## config.mk

```make
export PLATFORM = sky130hd
export DESIGN_NAME = image_bit_streamer_flat
export DESIGN_NICKNAME = d
export VERILOG_FILES = /design/src/rtl/image_bit_streamer_pkg.sv /design/src/rtl/image_bit_streamer_if.sv /design/src/rtl/image_bit_streamer_row_ram.sv /design/src/rtl/image_bit_streamer.sv /design/src/flat_wrapper.sv
export SDC_FILE = /design/constraint.sdc
export NUM_CORES = 2
export LEC_CHECK = 0
export CELL_PAD_IN_SITES_DETAIL_PLACEMENT = 1
export CELL_PAD_IN_SITES_GLOBAL_PLACEMENT = 1
export CORE_MARGIN = 2
export CORE_UTILIZATION = 38
export CTS_CLUSTER_SIZE = 30
export DETAILED_ROUTE_END_ITERATION = 10
export PLACE_DENSITY = 0.61
export SYNTH_ARGS = -nofsm -noshare
export SYNTH_HDL_FRONTEND = slang
export SYNTH_HIERARCHICAL = 1
export SYNTH_SLANG_ARGS = --single-unit
```

## constraint.sdc

```tcl
create_clock -name CLOCK_50 -period 6.05 [get_ports CLOCK_50]
set_input_delay 0.9075 -clock CLOCK_50 [delete_from_list [all_inputs] [get_ports CLOCK_50]]
set_output_delay 0.9075 -clock CLOCK_50 [all_outputs]
set_load 0.005 [all_outputs]
```

## src/rtl/image_bit_streamer_pkg.sv

```systemverilog
// -----------------------------------------------------------------------------
// image_bit_streamer_pkg
// Shared constants and types for the image bit streamer slice:
//   IMG_CNT   - number of stored test images
//   ROW_W     - pixels per row (rows per image equals ROW_W)
//   IMG_W     - width of an image index
//   ROW_IDX_W - width of a row (or column) index
//   BIT_W     - width of a bit index inside one image (row,column)
//   state_e   - streamer FSM state encoding
// -----------------------------------------------------------------------------
package image_bit_streamer_pkg;

  localparam int IMG_CNT   = 10;
  localparam int ROW_W     = 16;
  localparam int IMG_W     = $clog2(IMG_CNT);
  localparam int ROW_IDX_W = $clog2(ROW_W);
  localparam int BIT_W     = 2 * ROW_IDX_W;

  typedef enum logic [1:0] {
    ST_IDLE     = 2'd0,
    ST_STREAM   = 2'd1,
    ST_WAIT_RES = 2'd2,
    ST_DONE     = 2'd3
  } state_e;

endpackage

```

## src/rtl/image_bit_streamer_if.sv

```systemverilog
// -----------------------------------------------------------------------------
// image_bit_streamer_if
// Bundles the control, image-load and engine handshake signals of the streamer.
//   master : host/engine side (drives start, wr_*, give_input, output_valid)
//   slave  : streamer side    (drives din, din_valid, cur_img, busy, done)
// -----------------------------------------------------------------------------
interface image_bit_streamer_if #(
  parameter int IMG_W     = 4,
  parameter int ROW_IDX_W = 4,
  parameter int ROW_W     = 16
) ();

  logic                 start;
  logic                 wr_en;
  logic [IMG_W-1:0]     wr_img;
  logic [ROW_IDX_W-1:0] wr_row;
  logic [ROW_W-1:0]     wr_data;
  logic                 give_input;
  logic                 output_valid;
  logic                 din;
  logic                 din_valid;
  logic [IMG_W-1:0]     cur_img;
  logic                 busy;
  logic                 done;

  modport master (
    output start, wr_en, wr_img, wr_row, wr_data, give_input, output_valid,
    input  din, din_valid, cur_img, busy, done
  );

  modport slave (
    input  start, wr_en, wr_img, wr_row, wr_data, give_input, output_valid,
    output din, din_valid, cur_img, busy, done
  );

endinterface

```

## src/rtl/image_bit_streamer_row_ram.sv

```systemverilog
// -----------------------------------------------------------------------------
// image_row_ram
// Image buffer: DEPTH rows of ROW_W bits, one synchronous write port and one
// combinational read port. Contents are never reset.
//   CLOCK_50 - clock
//   wr_en    - write strobe (already qualified by the caller)
//   wr_addr  - write row address {image,row}
//   wr_data  - row pixels, MSB = leftmost
//   rd_addr  - read row address {image,row}
//   rd_data  - row pixels at rd_addr
// -----------------------------------------------------------------------------
module image_row_ram #(
  parameter int DEPTH  = 160,
  parameter int ROW_W  = 16,
  parameter int ADDR_W = 8
) (
  input  logic              CLOCK_50,
  input  logic              wr_en,
  input  logic [ADDR_W-1:0] wr_addr,
  input  logic [ROW_W-1:0]  wr_data,
  input  logic [ADDR_W-1:0] rd_addr,
  output logic [ROW_W-1:0]  rd_data
);

  logic [ROW_W-1:0] mem_r [DEPTH];

  // Row write port.
  always_ff @(posedge CLOCK_50) begin
    if (wr_en) begin
      mem_r[wr_addr] <= wr_data;
    end
  end

  assign rd_data = mem_r[rd_addr];

endmodule

```

## src/rtl/image_bit_streamer.sv

```systemverilog
// -----------------------------------------------------------------------------
// image_bit_streamer
// Streams stored ROW_W x ROW_W binary images one pixel bit at a time to a
// downstream engine. Each give_input pulls the next bit (row 0 first, MSB
// first within a row); after the last bit the streamer waits for the engine's
// output_valid before moving to the next image. After the last image it sits
// in DONE until start is released.
//   CLOCK_50 - clock, rising edge
//   rst      - synchronous, active-low reset (buffer contents are kept)
//   bus      - slave side of image_bit_streamer_if
// -----------------------------------------------------------------------------
module image_bit_streamer #(
  parameter int IMG_CNT = image_bit_streamer_pkg::IMG_CNT,
  parameter int ROW_W   = image_bit_streamer_pkg::ROW_W
) (
  input  logic                CLOCK_50,
  input  logic                rst,
  image_bit_streamer_if.slave bus
);

  import image_bit_streamer_pkg::*;

  localparam int IW = $clog2(IMG_CNT);
  localparam int RW = $clog2(ROW_W);
  localparam int BW = 2 * RW;
  localparam int AW = IW + RW;

  state_e          state_r, state_s;
  logic [BW-1:0]   bit_idx_r, bit_idx_s;
  logic [IW-1:0]   cur_img_r, cur_img_s;
  logic            din_r, din_s;
  logic            din_valid_r, din_valid_s;
  logic            busy_r, busy_s;
  logic            done_r, done_s;

  logic            ram_we_s;
  logic [ROW_W-1:0] row_data_s;
  logic            pixel_s;
  logic            last_bit_s;
  logic            last_img_s;

  // The buffer only accepts loads while no run is in flight.
  assign ram_we_s = bus.wr_en
                    && ((state_r == ST_IDLE) || (state_r == ST_DONE))
                    && (int'(bus.wr_img) < IMG_CNT);

  // {image,row} equals image*ROW_W+row because ROW_W is a power of two.
  image_row_ram #(
    .DEPTH  (IMG_CNT * ROW_W),
    .ROW_W  (ROW_W),
    .ADDR_W (AW)
  ) u_ram (
    .CLOCK_50 (CLOCK_50),
    .wr_en    (ram_we_s),
    .wr_addr  ({bus.wr_img, bus.wr_row}),
    .wr_data  (bus.wr_data),
    .rd_addr  ({cur_img_r, bit_idx_r[BW-1:RW]}),
    .rd_data  (row_data_s)
  );

  // Column 0 is the MSB; ~col == ROW_W-1-col for a power-of-two ROW_W.
  assign pixel_s    = row_data_s[~bit_idx_r[RW-1:0]];
  assign last_bit_s = (bit_idx_r == {BW{1'b1}});
  assign last_img_s = (cur_img_r == IW'(IMG_CNT - 1));

  // Next-state and next-output logic.
  always_comb begin
    state_s     = state_r;
    bit_idx_s   = bit_idx_r;
    cur_img_s   = cur_img_r;
    din_s       = din_r;
    din_valid_s = din_valid_r;
    busy_s      = busy_r;
    done_s      = done_r;
    case (state_r)
      ST_IDLE: begin
        if (bus.start) begin
          state_s     = ST_STREAM;
          cur_img_s   = {IW{1'b0}};
          bit_idx_s   = {BW{1'b0}};
          din_valid_s = 1'b1;
          busy_s      = 1'b1;
          done_s      = 1'b0;
        end else begin
          state_s = ST_IDLE;
        end
      end
      ST_STREAM: begin
        if (bus.give_input) begin
          din_s     = pixel_s;
          bit_idx_s = bit_idx_r + {{(BW-1){1'b0}}, 1'b1};
          if (last_bit_s) begin
            state_s = ST_WAIT_RES;
          end else begin
            state_s = ST_STREAM;
          end
        end else begin
          state_s = ST_STREAM;
        end
      end
      ST_WAIT_RES: begin
        if (bus.output_valid) begin
          if (last_img_s) begin
            state_s     = ST_DONE;
            din_valid_s = 1'b0;
            busy_s      = 1'b0;
            done_s      = 1'b1;
          end else begin
            state_s   = ST_STREAM;
            cur_img_s = cur_img_r + {{(IW-1){1'b0}}, 1'b1};
          end
        end else begin
          state_s = ST_WAIT_RES;
        end
      end
      ST_DONE: begin
        if (!bus.start) begin
          state_s = ST_IDLE;
          done_s  = 1'b0;
        end else begin
          state_s = ST_DONE;
        end
      end
      default: begin
        state_s     = ST_IDLE;
        bit_idx_s   = {BW{1'b0}};
        cur_img_s   = {IW{1'b0}};
        din_s       = 1'b0;
        din_valid_s = 1'b0;
        busy_s      = 1'b0;
        done_s      = 1'b0;
      end
    endcase
  end

  // State and output registers with synchronous active-low reset.
  always_ff @(posedge CLOCK_50) begin
    if (!rst) begin
      state_r     <= ST_IDLE;
      bit_idx_r   <= {BW{1'b0}};
      cur_img_r   <= {IW{1'b0}};
      din_r       <= 1'b0;
      din_valid_r <= 1'b0;
      busy_r      <= 1'b0;
      done_r      <= 1'b0;
    end else begin
      state_r     <= state_s;
      bit_idx_r   <= bit_idx_s;
      cur_img_r   <= cur_img_s;
      din_r       <= din_s;
      din_valid_r <= din_valid_s;
      busy_r      <= busy_s;
      done_r      <= done_s;
    end
  end

  assign bus.din       = din_r;
  assign bus.din_valid = din_valid_r;
  assign bus.cur_img   = cur_img_r;
  assign bus.busy      = busy_r;
  assign bus.done      = done_r;

endmodule

```

## src/flat_wrapper.sv

```systemverilog
// flat-port wrapper written by rule: the top's interface ports become plain ports
module image_bit_streamer_flat import image_bit_streamer_pkg::*;
#(
  parameter int IMG_CNT = image_bit_streamer_pkg::IMG_CNT,
  parameter int ROW_W   = image_bit_streamer_pkg::ROW_W
)
  (CLOCK_50, rst, bus_start, bus_wr_en, bus_wr_img, bus_wr_row, bus_wr_data, bus_give_input, bus_output_valid, bus_din, bus_din_valid, bus_cur_img, bus_busy, bus_done);
  image_bit_streamer_if #(.ROW_W(ROW_W)) bus_i ();
  input  logic CLOCK_50;
  input  logic rst;
  input wire logic [$bits(bus_i.start)-1:0] bus_start;
  input wire logic [$bits(bus_i.wr_en)-1:0] bus_wr_en;
  input wire logic [$bits(bus_i.wr_img)-1:0] bus_wr_img;
  input wire logic [$bits(bus_i.wr_row)-1:0] bus_wr_row;
  input wire logic [$bits(bus_i.wr_data)-1:0] bus_wr_data;
  input wire logic [$bits(bus_i.give_input)-1:0] bus_give_input;
  input wire logic [$bits(bus_i.output_valid)-1:0] bus_output_valid;
  output wire logic [$bits(bus_i.din)-1:0] bus_din;
  output wire logic [$bits(bus_i.din_valid)-1:0] bus_din_valid;
  output wire logic [$bits(bus_i.cur_img)-1:0] bus_cur_img;
  output wire logic [$bits(bus_i.busy)-1:0] bus_busy;
  output wire logic [$bits(bus_i.done)-1:0] bus_done;
  assign bus_i.start = bus_start;
  assign bus_i.wr_en = bus_wr_en;
  assign bus_i.wr_img = bus_wr_img;
  assign bus_i.wr_row = bus_wr_row;
  assign bus_i.wr_data = bus_wr_data;
  assign bus_i.give_input = bus_give_input;
  assign bus_i.output_valid = bus_output_valid;
  assign bus_din = bus_i.din;
  assign bus_din_valid = bus_i.din_valid;
  assign bus_cur_img = bus_i.cur_img;
  assign bus_busy = bus_i.busy;
  assign bus_done = bus_i.done;
  image_bit_streamer #(.IMG_CNT(IMG_CNT), .ROW_W(ROW_W)) u_core (.CLOCK_50(CLOCK_50), .rst(rst), .bus(bus_i));
endmodule
```

---- Yosys cells after proc, flatten, opt, wreduce, memory -nomap -nowiden ----
Memory sizes are Yosys's and may differ from the RTL's.
Cells that the tools add are included.
storage, ports and cells
  output and inout port bits .............. 8
  bits in read-only memories .............. 0
  bits of input ports ..................... 30
  memories kept ........................... 1
  register bits ........................... 17
  latch bits .............................. 0
  logic and storage cells ................. 62
  RAM bits ................................ 2,560
cells by class
  $add $sub $neg .......................... 2
  equality and inequality tests ........... 11
  reduce and logical (&&, ||, !) cells .... 12
  muxes and demuxes ....................... 27
  shift operators ......................... 0
  bitwise logic cells ..................... 1
  divide/modulo/power cells ............... 0
  multiply operators ...................... 0
  magnitude comparators ................... 2
memory list
  memory              depth  width  read ports  clocked after memory_dff  write ports  line                              RTL
  u_core.u_ram.mem_r  160    16     1           0                         1            image_bit_streamer_row_ram.sv:25  logic [ROW_W-1:0] mem_r [DEPTH];
operators with widths
  kind                                                                          number
  8-bit 2-to-1 mux                                                              2
  8-bit case mux with 2 select lines                                            1
  4-bit 2-to-1 mux                                                              3
  1-bit 2-to-1 mux                                                              11
  2-bit 2-to-1 mux                                                              5
  2-bit != test, second input constant                                          5
  8-bit by 1-bit adder with 8-bit output, second input constant                 1
  8-bit == test, second input constant                                          1
  2-bit case mux with 4 select lines                                            1
  4-bit case mux with 2 select lines                                            1
  4-bit AND reduction                                                           2
  4-bit by 5-bit less-than comparator with 1-bit output, second input constant  1
  5-bit AND reduction                                                           1
  4-bit by 1-bit adder with 4-bit output, second input constant                 1
  1-bit binary-select mux with 4-bit select                                     1
  2-bit == test, second input constant                                          2
  4-bit == test, second input constant                                          1
  4-bit less-than comparator, second input constant                             1
  4-bit NOT                                                                     1
  2-bit nonzero test                                                            2
  1-bit case mux with 3 select lines                                            1
  3-bit AND reduction                                                           1
  3-bit nonzero test                                                            1
  2-bit by 1-bit == test with 1-bit output, second input constant               1
  6 further kinds                                                               7

---- Depth between registers and ports, before layout ----
  word-level depth ........................ 6
  gate-level depth with buffers ........... 16
  mapped depth without buffers ............ 10

---- By module ----
The synthesis kept the hierarchy.
by module, submodules not included
  module              area an instance (um^2)  times used  cells an instance
  image_row_ram       98,683.4                 1           4,406
  image_bit_streamer  1,188.6                  1           137

---- Least setup slack after synthesis ----
Ideal clock, no wire load.
  kind .................................... register to register
  from .................................... reg u_core.bit_idx_r[4]
  to ...................................... reg u_core.din_r (netlist: u_core/bus.din)
  path slack .............................. 2,749 ps
  clock period less this slack ............ 3,301 ps
  cell stages (with the launch flop) ...... 13
  buffers on the path ..................... 4
  data required time ...................... 5,928 ps
  arrival time ............................ 3,179 ps
  cell sequence ........................... dfxtp_1 -> buf_6 -> buf_6 -> buf_6 -> buf_4 -> mux4_2 -> mux4_2 -> o211ai_1 -> o211ai_1 -> mux4_1 -> inv_1 -> a2111oi_0 -> a311o_1
on the way
  word-level cells in the longest chain between the ends .. 3
ends and longest elaborated chain
  element                                    line                       RTL
  start: declaration                         image_bit_streamer.sv:29   logic [BW-1:0] bit_idx_r, bit_idx_s;
  start signal: assignment                   image_bit_streamer.sv:140  bit_idx_r <= {BW{1'b0}};
  start signal: assignment                   image_bit_streamer.sv:148  bit_idx_r <= bit_idx_s;
  memory read 160 x 16 bit                   n/a
  net u_core.row_data_s[13]                  image_bit_streamer.sv:37   logic [ROW_W-1:0] row_data_s;
  1-bit binary-select mux with 4-bit select  image_bit_streamer.sv:62   assign pixel_s = row_data_s[~bit_idx_r[RW-1:0]];
  1-bit 2-to-1 mux (not written as such)     image_bit_streamer.sv:62
  end signal: assignment                     image_bit_streamer.sv:150  din_r <= din_s;
  end: declaration                           image_bit_streamer.sv:31   logic din_r, din_s;
The timed path passes the listed nets, and every way through them passes these cells. The select of a mux whose other input is x is not followed.
A chain may end at the register's enable or synchronous reset.

---- Final worst setup path ----
  from .................................... reg u_core.bit_idx_r[5]
  to ...................................... reg u_core.din_r (netlist: u_core/bus.din)
Same word-level chain as after synthesis.

==> results by group <==
Setup path
  • WP buf/inv: 2
  • Worst path slowest cell: a2111oi_0
  • Crit-path max cell delay: 1170 ps
  • Crit path cell chain: buf_4 > nand2b_1 > a211oi_1 > a2111oi_0 > a2111oi_0 > a21oi_1 > o22a_1 > mux4_1 > inv_1 > a2111oi_0 > a311o_1
  • Critical Path AT: 5900 ps
  • Reg2reg path depth: 11
  • CP Capture Type: register
  • Worst setup SP type: register
  • Reg2reg start: u_core/bit_idx_r[5]
  • Critical path class: reg2reg
  • Reg-to-Reg End: u_core/bus.din
  • Worst path depth: 11
  • Worst EP required: 6890 ps
  • Worst Setup SP: u_core/bit_idx_r[5]
  • Crit path max fanout: 38
  • Worst R2R Setup Slack: 990 ps
  • CP top delay family: compound AO/OA/AOI/OAI gates
  • Most numerous cell on the critical path: a2111oi_0
  • Worst setup endpoint: u_core/bus.din

Global route
  • Gr usage total: 21.8%
  • Initial antenna violation count: 16
  • Largest net degree at the start of global routing: 161
  • Number of global-route vias before repair: 51.4k
  • Global route overflow: 0
  • Wire length of the first global-routing pass: 409000 microns

Synthesis
  • Post-synthesis mux area share: 16.3%
  • Largest family of logic cells by synthesized area: multiplexers
  • Synth Cell Area: 99900 sq um
  • Simple logic cell fraction of the synthesized area: 2.58%
  • Cells after Synth: 4543
  • Asr flop ratio synth: 0%
  • Seq/Total Area, Yosys: 77.3%
  • Syn Nets: 4580
  • Synth cell types: 75
  • Post-synthesis compound-gate area fraction: 2.17%
  • Flops & latches, synth: 2577
  • Adder-Cell Fraction of Synth Area: 0.0877%
  • Syn avg cell area: 22.0 sq um
  • EDFF count, synth: 2560
  • Ys Warns: 6
  • Synth Area in XOR/XNOR: 0.0438%
  • Ys flop type: edfxtp_1

Die
  • Core footprint: 262000 sq um
  • Io pins: 38
  • Die area: 267000 sq um
  • Starting Density: 38.1%
  • Chip width: 517 microns
  • Die Ht: 517 microns
  • FP Rows: 188

Layout
  • Layout cell share with drive strength beyond 1: 28.6%
  • Nets: 4936
  • Area Overhead vs Synth: 15.0%
  • Commonest non-fill, non-tap cell in the layout: edfxtp_1
  • Filler cell count: 24.0k
  • Most frequent cells in the layout: edfxtp_1 (2560), mux4_2 (638), clkbuf_16 (299)

STA
  • Setup Total Neg Slack: 0 ps
  • Setup-failing EPs final: 0
  • Final Critical Period: 5060 ps
  • Final period utilization: 83.6%
  • Final hold violations: 0
  • Slew HR: 5.10%
  • Setup Skew: 73.6 ps
  • RSZ-0062 raised after global routing: false
  • Pins Over Slew Limit: 0
  • Slew @ Worst Pin: 1390 ps
  • Fin Hold WS: 405 ps
  • Max Freq: 198 MHz

Drt
  • Pre-antenna DRT Iters: 5
  • 1st-iter DRT viols: 6061
  • Antenna Nets Post-Route: 0
  • Via Count: 50.2k
  • Wirelength, routed: 291000 microns
  • DRC errors left: 0
  • WL/cell: 33.7 microns
  • DR vias/cell: 5.82

Clock network
  • Latest clock arrival within the worst-skew pair: 910 ps
  • Post-CTS Setup Inserts: 0
  • CTS resizes: 0
  • Hold Buf Count CTS: 0
  • Clk sinks: 2577
  • TritonCTS buffer count: 294
  • CTS root buf: clkbuf_16
  • Clk buf depth: 4
  • Clk slew on worst S/H paths: 60 ps
  • H-tree depth: 5
  • CTS tree: yes

Min path
  • Hold Crit Class: in2reg
  • Min-Delay Path Depth: 1

Power and ir drop
  • Power per unit of standard cell area: 322 nW/um^2
  • Leak: 34.8 nW
  • Maximum VDD drop: 0.293 mV

Run status
  • Status: complete, no violations

Placed design
  • GP Congestion: 0.912
  • Final HPWL from detailed placement: 177000 microns
  • PortBufs: 37

Flow run
  • Max cap viols: 0
[synth_stat cells, drive strengths merged (21+ instances only)]
cell type | n | area [sq um]
o21ai | 28 | 140
a211oi | 27 | 203
mux2i | 167 | 1670
a21oi | 43 | 215
nor2 | 204 | 766
a22oi | 48 | 360
nand4 | 28 | 175
buf | 171 | 1120
nand2b | 21 | 131
mux4 | 640 | 14400
edfxtp | 2560 | 76900
nand3 | 48 | 240
o22ai | 49 | 307
clkbuf | 82 | 308
nand2 | 145 | 547
nor2b | 34 | 220
[area by class of cell]
type                       instances  area, sq um  share of cell area, %
sequential                      2577        77200                   67.2
multi-input combinational       1703        21500                   18.7
clock buffer                     357         7700                   6.70
tap                             3515         4400                   3.83
timing repair buffer             313         2770                   2.41
clock inverter                   142         1220                   1.06
inverter                          10         46.3                 0.0403
antenna                            8         20.0                 0.0174
[registers in the layout (all words and copies together), names as in the netlist]
name                cells
u_core/bus.busy         1
u_core/bus.din          1
u_core/bus.cur_img      4
u_core/u_ram/mem_r   2560
u_core/bus.done         1
u_core/state_r          2
u_core/bit_idx_r        8
[kinds of logic (layout without fill, tap and decap cells)]
kind of cell	Yosys count	after routing
flip-flops	2577	2577
multiplexers	827	827
AND/OR/NAND/NOR	557	557
AO/OA/AOI/OAI	307	307
buffers and inverters	263	822
adder cells (fa/ha/maj)	7	7
XOR/XNOR	5	5
other	0	8
[power by group]
| part | total, mW | switching (mW) | internal (mW) |
|---|---|---|---|
| Sequential | 19.6 | 0.00525 | 19.6 |
| Combinational | 0.450 | 0.403 | 0.0473 |
| Clock | 16.9 | 6.99 | 9.87 |
| Total | 37.0 | 7.40 | 29.6 |
[how the worst min path moves through the flow]
stage | start | end | slack, ps
global route | bus_wr_data[7] | u_core/u_ram/mem_r[146][7] | 400
global placement | u_core/bus.busy | u_core/bus.busy | 470
finish | bus_wr_data[7] | u_core/u_ram/mem_r[146][7] | 400
detailed placement | u_core/bus.busy | u_core/bus.busy | 500
floorplan | u_core/bus.busy | u_core/bus.busy | 470
CTS | bus_wr_data[7] | u_core/u_ram/mem_r[146][7] | 360
[layer usage]
layer,vias up,global-route usage [%],part of all wire [%]
met5,-,0,0.010
met4,4,7.30,3.5
met3,496,3.51,7.2
met2,2217,34.0,47
met1,27600,31.2,42
li1,19900,-,-
[metrics by stage]
step / power, mW / cell area, sq um / setup slack, ps / utilization (%) / cells
after floorplan: 20.1 / 99900 / 2750 / - / 4543
after global placement: 20.5 / 106000 / 1080 / 40.5 / 8118
after detailed placement: 20.5 / 106000 / 1060 / 40.5 / 8118
after CTS: 37.3 / 115000 / 1070 / 43.9 / 8617
after global routing: 37.9 / 115000 / 1000 / 43.9 / 8621
final: 37.0 / 115000 / 995 / 43.9 / 8625
No activity file was read; power rests on OpenSTA's default activity.
